**src/rtl/demux_1bit_1x4_tdm_if.sv**
```systemverilog
// Bundles the serial input, mode controls and lane/status outputs of the 1x4 TDM bit demultiplexer.
interface demux_1bit_1x4_tdm_if;
  logic EN;
  logic SYNC;
  logic EXT;
  logic S1;
  logic S0;
  logic D;
  logic O3;
  logic O2;
  logic O1;
  logic O0;
  logic SLOT1;
  logic SLOT0;
  logic FRAME;
  logic LOCK;

  modport master (
    output EN, SYNC, EXT, S1, S0, D,
    input  O3, O2, O1, O0, SLOT1, SLOT0, FRAME, LOCK
  );

  modport slave (
    input  EN, SYNC, EXT, S1, S0, D,
    output O3, O2, O1, O0, SLOT1, SLOT0, FRAME, LOCK
  );
endinterface

```
**src/rtl/demux_1bit_1x4_tdm.sv**
```systemverilog
// 1x4 bit demultiplexer: assembles a 4-slot TDM frame into lanes O3..O0 (slot 00 -> O3),
// or routes bits directly by external select when EXT is high.
module demux_1bit_1x4_tdm #(
  parameter logic [1:0] SYNC_SLOT = 2'b00,
  parameter logic [3:0] OUT_INIT  = 4'b0000
) (
  input logic CLK,
  input logic RST,
  demux_1bit_1x4_tdm_if.slave bus
);

  typedef enum logic {IDLE = 1'b0, RUN = 1'b1} state_t;

  state_t     state_q, state_d;
  logic [1:0] slot_q, slot_d;
  logic [3:0] mask_q, mask_d;
  logic [3:0] shadow_q, shadow_d;
  logic [3:0] out_q, out_d;
  logic       frame_q, frame_d;
  logic [1:0] lane;
  logic [3:0] mask_set;

  always_ff @(posedge CLK) begin
    if (RST) begin
      state_q  <= IDLE;
      slot_q   <= 2'b00;
      mask_q   <= 4'b0000;
      shadow_q <= 4'b0000;
      out_q    <= OUT_INIT;
      frame_q  <= 1'b0;
    end else begin
      state_q  <= state_d;
      slot_q   <= slot_d;
      mask_q   <= mask_d;
      shadow_q <= shadow_d;
      out_q    <= out_d;
      frame_q  <= frame_d;
    end
  end

  // shadow and mask are indexed by slot; output bit index is the inverted select (slot 00 -> O3)
  always_comb begin
    state_d  = state_q;
    slot_d   = slot_q;
    mask_d   = mask_q;
    shadow_d = shadow_q;
    out_d    = out_q;
    frame_d  = 1'b0;
    lane     = ~{bus.S1, bus.S0};
    mask_set = mask_q;

    if (bus.EXT) begin
      if (bus.EN) begin
        out_d[lane] = bus.D;
      end
    end else if (bus.SYNC) begin
      state_d = RUN;
      mask_d  = 4'b0000;
      if (bus.EN) begin
        shadow_d[SYNC_SLOT] = bus.D;
        mask_d[SYNC_SLOT]   = 1'b1;
        slot_d              = SYNC_SLOT + 2'd1;
      end else begin
        slot_d = SYNC_SLOT;
      end
    end else if (state_q == RUN && bus.EN) begin
      shadow_d[slot_q] = bus.D;
      mask_set[slot_q] = 1'b1;
      mask_d           = mask_set;
      slot_d           = slot_q + 2'd1;
      if (slot_q == 2'b11) begin
        mask_d = 4'b0000;
        // a frame entered mid-way after re-sync never reaches a full mask and is dropped
        if (&mask_set) begin
          out_d   = {shadow_d[0], shadow_d[1], shadow_d[2], shadow_d[3]};
          frame_d = 1'b1;
        end
      end
    end
  end

  assign bus.O3    = out_q[3];
  assign bus.O2    = out_q[2];
  assign bus.O1    = out_q[1];
  assign bus.O0    = out_q[0];
  assign bus.SLOT1 = slot_q[1];
  assign bus.SLOT0 = slot_q[0];
  assign bus.FRAME = frame_q;
  assign bus.LOCK  = (state_q == RUN);

endmodule

```
**src/flat_wrapper.sv**
```systemverilog
// flat-port wrapper written by rule: the top's interface ports become plain ports
module demux_1bit_1x4_tdm_flat 
#(
  parameter logic [1:0] SYNC_SLOT = 2'b00,
  parameter logic [3:0] OUT_INIT  = 4'b0000
)
  (CLK, RST, bus_EN, bus_SYNC, bus_EXT, bus_S1, bus_S0, bus_D, bus_O3, bus_O2, bus_O1, bus_O0, bus_SLOT1, bus_SLOT0, bus_FRAME, bus_LOCK);
  demux_1bit_1x4_tdm_if bus_i ();
  input logic CLK;
  input logic RST;
  input wire logic [$bits(bus_i.EN)-1:0] bus_EN;
  input wire logic [$bits(bus_i.SYNC)-1:0] bus_SYNC;
  input wire logic [$bits(bus_i.EXT)-1:0] bus_EXT;
  input wire logic [$bits(bus_i.S1)-1:0] bus_S1;
  input wire logic [$bits(bus_i.S0)-1:0] bus_S0;
  input wire logic [$bits(bus_i.D)-1:0] bus_D;
  output wire logic [$bits(bus_i.O3)-1:0] bus_O3;
  output wire logic [$bits(bus_i.O2)-1:0] bus_O2;
  output wire logic [$bits(bus_i.O1)-1:0] bus_O1;
  output wire logic [$bits(bus_i.O0)-1:0] bus_O0;
  output wire logic [$bits(bus_i.SLOT1)-1:0] bus_SLOT1;
  output wire logic [$bits(bus_i.SLOT0)-1:0] bus_SLOT0;
  output wire logic [$bits(bus_i.FRAME)-1:0] bus_FRAME;
  output wire logic [$bits(bus_i.LOCK)-1:0] bus_LOCK;
  assign bus_i.EN = bus_EN;
  assign bus_i.SYNC = bus_SYNC;
  assign bus_i.EXT = bus_EXT;
  assign bus_i.S1 = bus_S1;
  assign bus_i.S0 = bus_S0;
  assign bus_i.D = bus_D;
  assign bus_O3 = bus_i.O3;
  assign bus_O2 = bus_i.O2;
  assign bus_O1 = bus_i.O1;
  assign bus_O0 = bus_i.O0;
  assign bus_SLOT1 = bus_i.SLOT1;
  assign bus_SLOT0 = bus_i.SLOT0;
  assign bus_FRAME = bus_i.FRAME;
  assign bus_LOCK = bus_i.LOCK;
  demux_1bit_1x4_tdm #(.SYNC_SLOT(SYNC_SLOT), .OUT_INIT(OUT_INIT)) u_core (.CLK(CLK), .RST(RST), .bus(bus_i));
endmodule
```
**config.mk**
```make
export PLATFORM = sky130hd
export DESIGN_NAME = demux_1bit_1x4_tdm_flat
export DESIGN_NICKNAME = d
export VERILOG_FILES = /design/src/rtl/demux_1bit_1x4_tdm_if.sv /design/src/rtl/demux_1bit_1x4_tdm.sv /design/src/flat_wrapper.sv
export SDC_FILE = /design/constraint.sdc
export NUM_CORES = 1
export LEC_CHECK = 0
export ABC_AREA = 1
export CAP_MARGIN = 15
export CELL_PAD_IN_SITES_DETAIL_PLACEMENT = 1
export CELL_PAD_IN_SITES_GLOBAL_PLACEMENT = 2
export CORE_UTILIZATION = 35
export DETAILED_ROUTE_END_ITERATION = 10
export DONT_BUFFER_PORTS = 1
export GPL_TIMING_DRIVEN = 0
export PLACE_DENSITY_LB_ADDON = 0.12
export SYNTH_ARGS = -nofsm -noshare
export SYNTH_HDL_FRONTEND = slang
export SYNTH_SLANG_ARGS = --single-unit
```
**constraint.sdc**
```tcl
create_clock -name CLK -period 2.9 [get_ports CLK]
set_clock_uncertainty 0.05 [all_clocks]
set_input_delay 0.58 -clock CLK [delete_from_list [all_inputs] [get_ports CLK]]
set_output_delay 0.58 -clock CLK [all_outputs]
set_load 0.1 [all_outputs]
```
Yosys cells after proc, flatten, opt, wreduce, memory -nomap -nowiden
Index checks and enable logic that the tools add are counted.
{ "classes": {"add_sub_neg": 1, "magnitude_cmp": 4, "n_eq_ne": 4, "n_mux": 23, "bitwise_logic": 6, "n_reduce_logical": 14} }
{ "op_table": {"columns": ["op", "count"], "rows": [
  ["two-way mux 4 bit", 9],
  ["bitwise mux 4 bit", 2],
  ["two-way mux 1 bit", 8],
  ["nonzero test 2 bit", 4],
  ["< comparator 2 x 3 -> 1 bit, second input constant", 2],
  ["AND reduction 3 bit", 2],
  ["AND reduction 5 bit", 1],
  ["OR reduction 5 bit", 1],
  ["demux 1 bit (select 2 bit)", 2],
  [">= comparator 2 x 1 -> 1 bit, second input constant", 2],
  ["two-way mux 2 bit", 2],
  ["!= test 2 bit, second input constant", 2],
  ["inverter 1 bit", 4],
  ["bitwise OR 4 bit", 1],
  ["AND reduction 2 bit", 2],
  ["AND reduction 4 bit", 1],
  ["logical AND 1 bit", 3],
  ["adder 2 x 1 -> 2 bit, second input constant", 1],
  ["== test 2 bit, second input constant", 1],
  ["!= test 2 x 1 -> 1 bit, second input constant", 1],
  ["inverter 2 bit", 1]
]} }
{ "word_totals": {"regBits": 16, "input_bits": 8, "out_inout_bits": 8, "elab_cells": 59} }

Longest topological paths before layout
{ "depth": {"word_depth": 11, "ltp_mapped": 9, "ltp_nobuf": 9} }

Worst setup path after synthesis
Ideal clock, no wire load.
{ "synth_timing": {"kind": "register to register", "startpoint": "reg u_core.slot_q[0]", "endpoint": "reg u_core.out_q[0]", "setup_time_ns": 0.119, "t_arrival_ns": 1.965, "t_required_ns": 2.731, "path_slack_ns": 0.766, "stages_incl_launch_ff": 9, "path_buffers": 0, "period_less_slack_ns": 2.134, "path_cell_list": "dfxtp_1 inv_1 ha_1 nor2_1 nor2_1 nand3_2 nand2_4 a21oi_1 nor2_1"} }
{ "synth_via": {"elab_chain_cells": 10, "word_cells_on_any_way": 17, "classes_between": "order compare (2); eq/ne (1); mux (8); bitwise (1); reduce/logical (5)"} }
{ "synth_lines": {"columns": ["element", "line", "source"], "rows": [
  ["start: declaration", "demux_1bit_1x4_tdm.sv:15", "logic [1:0] slot_q, slot_d;"],
  ["start signal: assignment", "demux_1bit_1x4_tdm.sv:33", "slot_q <= slot_d;"],
  ["< comparator 2 x 3 -> 1 bit (not written as such) / >= comparator 2 x 1 -> 1 bit (equally long branches)", "demux_1bit_1x4_tdm.sv:67, demux_1bit_1x4_tdm.sv:68", null],
  ["logical AND 1 bit (not written as such)", "demux_1bit_1x4_tdm.sv:67, demux_1bit_1x4_tdm.sv:68", null],
  ["two-way mux 1 bit (not written as such)", "demux_1bit_1x4_tdm.sv:67, demux_1bit_1x4_tdm.sv:68", null],
  ["demux 1 bit (select 2 bit)", null, null],
  ["bitwise mux 4 bit", "demux_1bit_1x4_tdm.sv:67", "shadow_d[slot_q] = bus.D;"],
  ["two-way mux 4 bit", "demux_1bit_1x4_tdm.sv:74", "if (&mask_set) begin"],
  ["two-way mux 4 bit", "demux_1bit_1x4_tdm.sv:71", "if (slot_q == 2'b11) begin"],
  ["two-way mux 4 bit", "demux_1bit_1x4_tdm.sv:66", "end else if (state_q == RUN && bus.EN) begin"],
  ["two-way mux 4 bit", "demux_1bit_1x4_tdm.sv:56", "end else if (bus.SYNC) begin"],
  ["two-way mux 4 bit", "demux_1bit_1x4_tdm.sv:52", "if (bus.EXT) begin"],
  ["end signal: assignment", "demux_1bit_1x4_tdm.sv:36", "out_q <= out_d;"],
  ["end: declaration", "demux_1bit_1x4_tdm.sv:18", "logic [3:0] out_q, out_d;"]
]} }
Several ways; a longest one is shown, not always the timed one. The select of a mux whose other input is x is not followed.
A chain may end at the register's enable or synchronous reset.

Worst setup path in the final report
{ "layout_timing": {"startpoint": "reg u_core.slot_q[0]", "endpoint": "reg u_core.out_q[1]"} }
The elaborated chain is that of the path after synthesis.

==> out/results.txt <==
Diodes inserted -> 0
setup TNS -> 0 ns
via count -> 808
CTS tree -> yes
minimum clock period -> 2.398 ns
Initial DRC Count -> 12
worst skew pair latency -> 0.30 ns
H-tree levels -> 1
RePlAce Congestion -> 0.7560
flop-to-flop setup slack -> 0.50 ns
Die Span X -> 51.45 um
Clock Tree Root -> clkbuf_4
commonest cells after routing, fill and taps aside -> 29 x nand2_1, 18 x nor2_1, 15 x dfxtp_1
crit end category -> register
# resized after CTS -> 0
Reg power frac -> 0.584
layout cells sized above 1 -> 0.1462
final worst path period share -> 0.8267
status -> complete, no violations
Buffers on Ports -> 0
placed cell area -> 890.9 um^2
Via-to-Cell Ratio -> 5.114
Synth Net Count -> 138
CTS max path bufs -> 2
Comb power frac -> 0.127
worst slew pin tran -> 1.128 ns
first-pass GRT wire length -> 3.608 mm
Max Fanout on Critical Path -> 8
worst reg2reg path startpoint -> u_core.slot_q[0]$_SDFFE_PP0P_
Switching Share -> 0.3586
Core Box Area -> 0.002255 mm^2
Max Fclk -> 417.1 MHz
Hold Path Class -> in2reg
WHS -> 0.2827 ns
initial antenna violation count -> 0
Final Hold Viols -> 0
largest net degree at the start of global routing -> 10
setup violators final -> 0
vias in the first global route -> 818
Seq/Total Area, Yosys -> 0.3509
gr ovfl total -> 0
commonest non-fill, non-tap cell in the layout -> nand2_1
Pwr Density -> 485.3 mW/mm^2
Avg Synthesized Cell Area -> 6.792 um^2
IO Pins -> 16
sw power -> 159.8 uW
DRT antenna net count -> 0
CP max-delay cell -> dfxtp_1
drt pass-1 iters -> 4
CTS buffer count -> 3
clock sink count -> 15
Critical Path Source Type -> register
maximum vdd drop -> 0.2446 mV
total wire length -> 2.088 mm
fin nets -> 143
synth warn -> 0
Post-route DRC -> 0
Max Transition Viols Final -> 0
Worst path max stage delay -> 1.08 ns
leakage power total -> 0.3808 nW
wire length per cell -> 13.22 um
Hold Crit Depth -> 1
relative slew slack -> 0.2469
Worst-path clk slew -> 0.10 ns
most frequent CP cell -> nor2_1
Setup WS pre-CTS -> 0.5127 ns
Clk pwr share -> 0.288
internal power -> 285.8 uW
Cell variety after synth -> 21
synthesized cell area -> 855.8 um^2
flops & latches, synth -> 15
global-route usage over all layers -> 0.1874
worst r2r dst -> u_core.out_q[1]$_SDFFE_PP0P_
unrepaired setup endpoints after global routing -> no
hold path endpoint -> u_core.mask_q[1]$_SDFFE_PP0P_
WP data arrival -> 2.58 ns
Die ar. -> 0.002647 mm^2
Non-Filler Cell Area, Final -> 918.4 um^2
Starting Density -> 0.3796
synthesis-to-finish area growth -> 7.310%
Die H -> 51.45 um
Crit Path Class -> reg2reg
CP required -> 3.08 ns
Synth Instances -> 126
number of max-cap violations -> 0
post-CTS setup buffers -> 0
Reg2Reg Depth -> 9
Post-DP HPWL -> 1.622 mm
# hold bufs at CTS -> 0
CP Cell Sequence -> inv_1 -> ha_1 -> nor2_1 -> nor2_1 -> nand3_2 -> nand2_4 -> nand3_1 -> nand2_1 -> nor2_1
worst hold start -> RST
final setup margin -> 0.5025 ns
num rows -> 17
## layer usage
layer	up-vias	track usage	wire, um
met3	5	0.03869	85
met1	371	0.2414	1023
li1	416	-	-
met2	16	0.2987	938
met5	-	0	0
met4	0	0.08108	42
## per-stage QoR
stage / instances / total power [mW] / util
after floorplan: 126 / 0.3093 / -
after global placement: 154 / 0.3202 / 0.3951
after detailed placement: 154 / 0.3224 / 0.3951
after CTS: 158 / 0.4504 / 0.4073
after global routing: 158 / 0.4702 / 0.4073
final: 158 / 0.4457 / 0.4073
## flip-flops by register name (all words and copies together), names as in the netlist
name              cells
u_core.out_q          4
u_core.shadow_q       4
u_core.mask_q         3
u_core.slot_q         2
u_core.bus.FRAME      1
u_core.bus.LOCK       1
## cell families after synthesis
logic type	share of synthesized area
buffers and inverters	0.08187
AO/OA/AOI/OAI	0.2062
flip-flops	0.3509
AND/OR/NAND/NOR	0.3026
adder cells (fa/ha/maj)	0.05848
## critical path, delay by kind of cell, from the launching register on
kind / cells / cell delay, ns
and+or+nand+nor: 7 / 0.65
adders and majority gates: 1 / 0.31
buffers and inverters: 1 / 0.23
DFF: 1 / 1.08
## Yosys cell counts
cell       n  area [um^2]
a21oi_1   14        70.07
a21oi_2    3        26.28
a31oi_1    1        6.260
buf_4      1        7.510
clkbuf_1   1        3.750
dfxtp_1   15        300.3
ha_1       4        50.05
inv_1     12        45.04
inv_2      2        7.510
inv_4      1        6.260
nand2_1   29        108.9
nand2_2    4        25.02
nand2_4    1        11.26
nand3_1    5        25.02
nand3_2    1        10.01
nor2_1    18        67.56
nor2_4     1        11.26
o211ai_1   2        15.01
o21ai_0    6        30.03
o21ai_1    4        20.02
o21ai_2    1        8.760
## final cells by class
type	count	area, um^2
fill	313	1336
sequential	15	300.3
multi-input combinational	94	485.5
buffer	2	11.26
clock inverter	1	5.005
inverter	15	58.81
tap	28	35.03
clock buffer	3	22.52
## worst max-delay path by stage
stage                                       start                           end
finish              u_core.slot_q[0]$_SDFFE_PP0P_  u_core.out_q[1]$_SDFFE_PP0P_
floorplan           u_core.slot_q[0]$_SDFFE_PP0P_  u_core.out_q[0]$_SDFFE_PP0P_
global route        u_core.slot_q[0]$_SDFFE_PP0P_  u_core.out_q[1]$_SDFFE_PP0P_
CTS                 u_core.slot_q[0]$_SDFFE_PP0P_  u_core.out_q[1]$_SDFFE_PP0P_
global placement    u_core.slot_q[0]$_SDFFE_PP0P_  u_core.out_q[1]$_SDFFE_PP0P_
detailed placement  u_core.slot_q[0]$_SDFFE_PP0P_  u_core.out_q[1]$_SDFFE_PP0P_
## power by group through the flow
stage	sequential, mW	combinational, mW	clock [mW]
floorplan	0.264	0.0458	0
global placement	0.265	0.0549	0
detailed placement	0.266	0.0568	0
CTS	0.261	0.0572	0.132
global route	0.262	0.0668	0.141
finish	0.260	0.0567	0.128
(Power assumes the default switching activity.)
